File: config.mk
export PLATFORM = sky130hd
export DESIGN_NAME = signed_div_seq
export DESIGN_NICKNAME = d
export VERILOG_FILES = /design/src/rtl/signed_div_seq.sv
export SDC_FILE = /design/constraint.sdc
export NUM_CORES = 1
export LEC_CHECK = 0
export BUFFER_PORTS_ARGS = -buffer_cell sky130_fd_sc_hd__buf_2
export CAP_MARGIN = 0
export CORE_MARGIN = 1
export CORE_UTILIZATION = 25
export CTS_BUF_LIST = sky130_fd_sc_hd__clkbuf_8 sky130_fd_sc_hd__clkbuf_16
export CTS_CLUSTER_DIAMETER = 150
export DETAILED_ROUTE_END_ITERATION = 6
export SYNTH_ARGS = -nofsm -noshare
export SYNTH_HDL_FRONTEND = slang
export SYNTH_SLANG_ARGS = --single-unit
File: constraint.sdc
create_clock -name clk -period 3.6 [get_ports clk]
set_input_delay 0.18 -clock clk [delete_from_list [all_inputs] [get_ports clk]]
set_output_delay 0.18 -clock clk [all_outputs]
set_load 0.01 [all_outputs]
File: src/rtl/signed_div_seq.sv
// Multi-cycle signed divider: magnitude conversion, WIDTH-step restoring
// shift-subtract loop, then sign restoration; results handed off with a done pulse.
module signed_div_seq #(
   parameter int WIDTH = 16
) (
   input  logic             clk,
   input  logic             rst,
   input  logic             start,
   input  logic [WIDTH-1:0] dividend,
   input  logic [WIDTH-1:0] divisor,
   output logic             busy,
   output logic             done,
   output logic [WIDTH-1:0] quotient,
   output logic [WIDTH-1:0] remainder,
   output logic             div_by_zero,
   output logic             unsupported
);

   typedef enum logic [1:0] {IDLE, ABS, DIV, SIGN} state_t;

   localparam int               CW      = $clog2(WIDTH);
   localparam logic [WIDTH-1:0] MIN_INT = {1'b1, {(WIDTH-1){1'b0}}};
   localparam logic [CW-1:0]    LAST    = CW'(WIDTH - 1);

   state_t           state_q, state_d;
   logic [WIDTH-1:0] dvd_q, dvd_d;
   logic [WIDTH-1:0] dvs_q, dvs_d;
   logic [WIDTH-1:0] rem_q, rem_d;
   logic [WIDTH-1:0] acc_q, acc_d;
   logic [WIDTH-1:0] mag_q, mag_d;
   logic [CW-1:0]    cnt_q, cnt_d;
   logic             busy_q, busy_d;
   logic             done_q, done_d;
   logic [WIDTH-1:0] quo_q, quo_d;
   logic [WIDTH-1:0] rmd_q, rmd_d;
   logic             dbz_q, dbz_d;
   logic             uns_q, uns_d;

   logic [WIDTH:0]   shift_s;
   logic [WIDTH:0]   diff_s;

   function automatic logic [WIDTH-1:0] abs_val(input logic [WIDTH-1:0] x);
      return x[WIDTH-1] ? (~x + WIDTH'(1)) : x;
   endfunction

   // acc_q starts as the dividend magnitude and fills with quotient bits as it shifts out
   assign shift_s = {rem_q, acc_q[WIDTH-1]};
   assign diff_s  = shift_s - {1'b0, mag_q};

   always_comb begin
      state_d = state_q;
      dvd_d   = dvd_q;
      dvs_d   = dvs_q;
      rem_d   = rem_q;
      acc_d   = acc_q;
      mag_d   = mag_q;
      cnt_d   = cnt_q;
      busy_d  = busy_q;
      done_d  = 1'b0;
      quo_d   = quo_q;
      rmd_d   = rmd_q;
      dbz_d   = dbz_q;
      uns_d   = uns_q;
      case (state_q)
         IDLE: begin
            if (start) begin
               dvd_d   = dividend;
               dvs_d   = divisor;
               busy_d  = 1'b1;
               state_d = ABS;
            end else begin
               state_d = IDLE;
            end
         end
         ABS: begin
            if ((dvs_q == '0) || (dvd_q == MIN_INT) || (dvs_q == MIN_INT)) begin
               state_d = IDLE;
               done_d  = 1'b1;
               busy_d  = 1'b0;
               dbz_d   = (dvs_q == '0);
               uns_d   = (dvd_q == MIN_INT) || (dvs_q == MIN_INT);
               if (dvs_q == '0) begin
                  quo_d = '1;
                  rmd_d = dvd_q;
               end else begin
                  quo_d = '0;
                  rmd_d = '0;
               end
            end else begin
               acc_d   = abs_val(dvd_q);
               mag_d   = abs_val(dvs_q);
               rem_d   = '0;
               cnt_d   = '0;
               state_d = DIV;
            end
         end
         DIV: begin
            if (!diff_s[WIDTH]) begin
               rem_d = diff_s[WIDTH-1:0];
               acc_d = {acc_q[WIDTH-2:0], 1'b1};
            end else begin
               rem_d = shift_s[WIDTH-1:0];
               acc_d = {acc_q[WIDTH-2:0], 1'b0};
            end
            cnt_d = cnt_q + CW'(1);
            if (cnt_q == LAST) begin
               state_d = SIGN;
            end else begin
               state_d = DIV;
            end
         end
         SIGN: begin
            quo_d   = (dvd_q[WIDTH-1] ^ dvs_q[WIDTH-1]) ? (~acc_q + WIDTH'(1)) : acc_q;
            rmd_d   = dvd_q[WIDTH-1] ? (~rem_q + WIDTH'(1)) : rem_q;
            dbz_d   = 1'b0;
            uns_d   = 1'b0;
            done_d  = 1'b1;
            busy_d  = 1'b0;
            state_d = IDLE;
         end
         default: begin
            state_d = IDLE;
            busy_d  = 1'b0;
         end
      endcase
   end

   always_ff @(posedge clk or posedge rst) begin
      if (rst) begin
         state_q <= IDLE;
         dvd_q   <= '0;
         dvs_q   <= '0;
         rem_q   <= '0;
         acc_q   <= '0;
         mag_q   <= '0;
         cnt_q   <= '0;
         busy_q  <= 1'b0;
         done_q  <= 1'b0;
         quo_q   <= '0;
         rmd_q   <= '0;
         dbz_q   <= 1'b0;
         uns_q   <= 1'b0;
      end else begin
         state_q <= state_d;
         dvd_q   <= dvd_d;
         dvs_q   <= dvs_d;
         rem_q   <= rem_d;
         acc_q   <= acc_d;
         mag_q   <= mag_d;
         cnt_q   <= cnt_d;
         busy_q  <= busy_d;
         done_q  <= done_d;
         quo_q   <= quo_d;
         rmd_q   <= rmd_d;
         dbz_q   <= dbz_d;
         uns_q   <= uns_d;
      end
   end

   assign busy        = busy_q;
   assign done        = done_q;
   assign quotient    = quo_q;
   assign remainder   = rmd_q;
   assign div_by_zero = dbz_q;
   assign unsupported = uns_q;

endmodule
# Word-level counts from Yosys, hierarchy flattened
# Index checks and enable logic that the tools add are counted.
[classes]
addsub = 6
eq_ne = 9
muxes = 31
bitwise = 6
reduce_logical = 13
[op_table]
columns = ["cell", "n"]
rows = [
  ["16-bit two-way mux", 11],
  ["16-bit one-hot mux with 2 select lines", 4],
  ["16-bit by 1-bit adder with 16-bit output, second input constant", 4],
  ["16-bit NOT", 4],
  ["16-bit == test, second input constant", 2],
  ["17-bit by 16-bit subtractor with 17-bit output", 1],
  ["16-bit zero test", 1],
  ["1-bit two-way mux", 8],
  ["2-bit one-hot mux with 4 select lines", 1],
  ["4-bit one-hot mux with 2 select lines", 1],
  ["2-bit AND reduction", 4],
  ["2-bit != test, second input constant", 3],
  ["1-bit one-hot mux with 2 select lines", 3],
  ["4-bit by 1-bit adder with 4-bit output, second input constant", 1],
  ["2-bit == test, second input constant", 2],
  ["4-bit == test, second input constant", 1],
  ["4-bit two-way mux", 1],
  ["2-bit nonzero test", 2],
  ["1-bit logical OR", 3],
  ["1-bit one-hot mux with 3 select lines", 1],
  ["3-bit AND reduction", 1],
  ["3-bit nonzero test", 1],
  ["2-bit by 1-bit == test with 1-bit output, second input constant", 1],
  ["2-bit zero test", 1],
  ["3 further kinds", 3],
]
[totals]
ff_bits = 122
inputBits = 35
out_inout_bits = 36
word_cells = 78

# Longest topological paths before layout
[logic_depth]
ltp_word = 5
depth_mapped = 11
depth_no_buf = 10

# Worst setup path after synthesis
# OpenSTA, ideal clock, no wires.
[synth_timing]
path_kind = "reg2reg"
start = "reg dvd_q[0]"
end = "reg rmd_q[6] (netlist: remainder[6])"
setup_time_ns = 0.126
t_arrival_ns = 2.669
path_slack_ns = 0.805
path_stages_with_launch = 9
path_cell_list = "dfrtp_1 > inv_1 > ha_1 > or3b_2 > or4_1 > o21ai_4 > o22ai_2 > clkbuf_1 > a221o_1"
[synth_via]
elab_chain_len = 5
[synth_lines]
columns = ["element", "line", "text"]
rows = [
  ["from (decl)", "26", "logic [WIDTH-1:0] dvd_q, dvd_d;"],
  ["from (signal assigned)", "145", "dvd_q <= dvd_d;"],
  ["16-bit == test", "76", "if ((dvs_q == '0) || (dvd_q == MIN_INT) || (dvs_q == MIN_INT)) begin"],
  ["1-bit logical OR (2 in series)", "76", ""],
  ["2-bit != test (no line)", "n/a", ""],
  ["2-bit AND reduction (no line)", "n/a", ""],
  ["to (signal assigned)", "154", "rmd_q <= rmd_d;"],
  ["to (decl)", "35", "logic [WIDTH-1:0] rmd_q, rmd_d;"],
]
# No other way between the ends.
# A chain may end at the register's enable or synchronous reset.

# Final worst setup path
[layout_timing]
start = "reg dvd_q[0]"
end = "reg rmd_q[15] (netlist: remainder[15])"
# Same word-level chain as after synthesis.

==> flow_metrics.env <==
export IMPL_crit_required_ns=3.90
export IMPL_grt_pass1_vias=5679
export IMPL_synth_cell_types=61
export IMPL_cp_num_buf_inv=2
export IMPL_placed_cell_area_um2=7880
export IMPL_cts_buffers=17
export IMPL_outcome="completed"
export IMPL_slew_headroom=0.262
export IMPL_fp_dieW_um=170
export IMPL_peakVddDrop_mv=0.467
export IMPL_hold_class="in2reg"
export IMPL_finalNetCount=905
export IMPL_max_cap_violations=0
export IMPL_drive_gt1_frac=0.192
export IMPL_syn2layout_area_growth_pct=24.2
export IMPL_synthesis_nets=808
export IMPL_p_int_w=0.00501
export IMPL_final_max_slew_viol_count=0
export IMPL_drtIter0Drc=331
export IMPL_cts_buffer_depth=2
export IMPL_gp_congestion=0.817
export IMPL_syn_inst=746
export IMPL_yosysSeqAreaShare=0.431
export IMPL_core_um2=27800
export IMPL_numPortBuffers=70
export IMPL_htreeDepth=4
export IMPL_crit_type="reg2reg"
export IMPL_grt_usage=0.135
export IMPL_synth_main_ff_cell="dfrtp_1"
export IMPL_hold_viol_final=0
export IMPL_syn_cell_area_um2=7080
export IMPL_routed_via_count=5945
export IMPL_cp_cell_sequence="inv_1, ha_1, or3b_2, or4_1, o21ai_4, o22ai_2, buf_4, a221oi_1, nor2_1"
export IMPL_grt_pass1_wl_um=30500
export IMPL_r2r_slack_ns=0.40
export IMPL_grt_start_max_net_pins=69
export IMPL_holdBufCountCts=30
export IMPL_drtAntennaViolNets=0
export IMPL_drc=0
export IMPL_yosys_warnings=0
export IMPL_routed_wl_um=18700
export IMPL_min_period_over_period=0.890
export IMPL_die_y_um=170
export IMPL_cts_tree="done"
export IMPL_antenna_found_initial=0
export IMPL_hold_depth=2
export IMPL_cts_root_buffer="clkbuf_16"
export IMPL_place_hpwl_um=13700
export IMPL_r2r_start="dvd_q[0]$_DFFE_PP0P_"
export IMPL_p_leak_nw=3.96
export IMPL_clkPwrFrac=0.193
export IMPL_endpoint_kind="flip-flop"
export IMPL_avgSynthCellArea_um2=9.49
export IMPL_post_cts_resize_count=0
export IMPL_clk_pin_slew_ns=0.06
export IMPL_min_to="dvd_q[15]$_DFFE_PP0P_"
export IMPL_fillers=2882
export IMPL_timing_rr_end="remainder[15]$_DFFE_PP0P_"
export IMPL_fin_skew_ns=0.0266
export IMPL_finalInstanceArea_um2=8790
export IMPL_cp_max_fo=23
export IMPL_setup_violations=0
export IMPL_rsz0062_at_grt="false"
export IMPL_whs_ns=0.0127
export IMPL_setup_tns_ns=0
export IMPL_async_flop_share=1.00
export IMPL_initial_utilization=0.255
export IMPL_cp_start_kind="flip-flop"
export IMPL_crit_family="simple AND/OR/NAND/NOR gates"
export IMPL_clkLatencyLatePin_ns=0.44
export IMPL_cp_slowest_cell="or4_1"
export IMPL_rows=61
export IMPL_switchingPower_w=0.00404
export IMPL_route_detailed_wl_per_inst_um=15.2
export IMPL_dr_pass1_iters=5
export IMPL_synth_ff_latch_count=122
export IMPL_cp_data_arrival_time_ns=3.50
export IMPL_r2r_cells=9
export IMPL_comb_power_share=0.514
export IMPL_hold_path_startpoint="dividend[15]"
export IMPL_boundaryPins=71
export IMPL_die_area_um2=29000
export IMPL_p_sw_frac=0.447
export IMPL_max_freq_mhz=312
export IMPL_postCtsSetupBuffers=0
export IMPL_antenna_cells=0
export IMPL_numClockSinks=122
export IMPL_viasPerCell=4.82
export IMPL_fin_crit_ns=3.20
export IMPL_critical_path_max_stage_delay_ns=0.64
export IMPL_overflow=0
export IMPL_p_seq_frac=0.293
export IMPL_synth_edf_count=0
export IMPL_worst_slew_pin_slew_ns=1.10
export IMPL_p_per_area_nw_per_um2=1030
==> kinds of logic (layout without fill, tap and decap cells) <==
logic type,Yosys count,after routing,share of synthesized area
and+or+nand+nor,217,217,0.148
buffers and inverters,74,184,0.0405
AOI/OAI and AO/OA,194,194,0.180
xor gates and xnor gates,70,70,0.0866
muxes,42,42,0.0652
DFF,122,122,0.431
adders and majority gates,27,27,0.0488
==> power groups by stage <==
stage,clock network (W),logic (W),registers [W]
6_report,0.00174,0.00465,0.00265
2_1_floorplan,0,0.00353,0.00248
4_1_cts,0.00177,0.00466,0.00264
3_3_place_gp,0,0.00457,0.00266
5_1_grt,0.00184,0.00521,0.00274
3_5_place_dp,0,0.00460,0.00267
==> cell usage after synthesis (all sizes together) (2+ instances only) <==
| cell type | instances | area (um^2) |
|---|---|---|
| a211o | 3 | 26.3 |
| a211oi | 3 | 22.5 |
| a21o | 3 | 22.5 |
| a21oi | 43 | 215 |
| a221o | 12 | 120 |
| a22oi | 5 | 37.5 |
| a32oi | 8 | 70.1 |
| and2 | 2 | 12.5 |
| and3 | 7 | 43.8 |
| buf | 12 | 53.8 |
| clkbuf | 27 | 101 |
| dfrtp | 122 | 3050 |
| ha | 26 | 325 |
| inv | 35 | 131 |
| mux2 | 33 | 372 |
| mux2i | 9 | 90.1 |
| nand2 | 78 | 293 |
| nand2b | 9 | 56.3 |
| nand3 | 30 | 150 |
| nand4 | 4 | 25.0 |
| nor2 | 43 | 161 |
| nor2b | 6 | 37.5 |
| nor3 | 13 | 76.3 |
| nor3b | 4 | 35.0 |
| nor4 | 5 | 31.3 |
| o2111ai | 2 | 17.5 |
| o211ai | 4 | 30.0 |
| o21a | 2 | 15.0 |
| o21ai | 66 | 342 |
| o22ai | 4 | 31.3 |
| o31ai | 22 | 165 |
| o41ai | 5 | 43.8 |
| or3 | 6 | 37.5 |
| or4 | 5 | 45.0 |
| xnor2 | 44 | 385 |
| xor2 | 26 | 228 |
==> per-layer routing <==
metal,GRT usage,share of wire,up-vias
met5,0,0,-
met4,0.0533,0.019,0
met3,0.0286,0.040,24
met2,0.211,0.46,164
met1,0.181,0.48,2891
li1,-,-,2866
==> metrics by stage <==
step | total power (W) | utilization | std cells | setup WS [ns]
6_report | 0.00905 | 0.316 | 1234 | 0.397
2_1_floorplan | 0.00601 | - | 746 | 0.177
5_1_grt | 0.00979 | 0.316 | 1234 | 0.236
4_1_cts | 0.00907 | 0.316 | 1233 | 0.441
3_5_place_dp | 0.00727 | 0.284 | 1171 | 0.471
3_3_place_gp | 0.00723 | 0.284 | 1171 | 0.529
==> worst max path at each step <==
stage	endpoint	depth (start not counted)	start	slack, ns
final	remainder[15]$_DFFE_PP0P_	9	dvd_q[0]$_DFFE_PP0P_	0.40
after CTS	remainder[15]$_DFFE_PP0P_	9	dvd_q[1]$_DFFE_PP0P_	0.44
after detailed placement	quotient[0]$_DFFE_PP0P_	8	dvd_q[0]$_DFFE_PP0P_	0.47
after global placement	quotient[0]$_DFFE_PP0P_	8	dvd_q[0]$_DFFE_PP0P_	0.53
after floorplan	asynchronous set/reset pin	1	rst	0.18
after global routing	quotient[5]$_DFFE_PP0P_	9	dvd_q[1]$_DFFE_PP0P_	0.24
==> worst reg2reg max path: stages (launching register included) <==
cell      delay (ns)
dfrtp_1         0.41
inv_1           0.10
ha_1            0.17
or3b_2          0.48
or4_1           0.64
o21ai_4         0.34
o22ai_2         0.30
buf_4           0.34
a221oi_1        0.24
nor2_1          0.06
==> final cells by class <==
| class | instances | area (um^2) | area share |
|---|---|---|---|
| flip-flops and latches | 122 | 3050 | 0.347 |
| clock buffers | 18 | 439 | 0.0500 |
| well taps | 378 | 473 | 0.0538 |
| inverters | 35 | 134 | 0.0152 |
| repair buffers | 117 | 793 | 0.0902 |
| multi-input cells | 550 | 3740 | 0.426 |
| clock inverters | 14 | 159 | 0.0181 |
==> registers in the layout, indices dropped and copies added (netlist names), named ones only <==
register     cells
mag_q           16
state_q          1
acc_q           16
dvs_q           16
remainder       16
dvd_q           16
rem_q           16
unsupported      1
quotient        16
div_by_zero      1
done             1
cnt_q            4
busy             1
==> placed cells by master, fill, tap and decap left out, types with 4 or more instances in the layout <==
cell type,synthesis,final
clkbuf_16,0,17
nor2b_1,6,6
o21ai_0,62,62
xnor2_1,44,44
nand2b_1,9,9
xor2_1,26,26
a21oi_1,43,43
nor2_1,43,42
o211ai_1,4,4
nand2_1,78,78
a221o_1,12,12
o31ai_1,22,22
a22oi_1,5,5
dfrtp_1,122,122
mux2i_1,9,9
nor4_1,5,5
nor3_1,12,12
inv_1,35,34
dlygate4sd3_1,0,31
buf_4,0,15
buf_2,7,70
a32oi_1,8,8
nand4_1,4,4
or3_1,6,6
nand3_1,30,30
inv_6,0,6
mux2_2,33,33
o41ai_1,5,5
ha_1,26,26
and3_1,7,7
No activity file was read; power rests on OpenSTA's default activity.
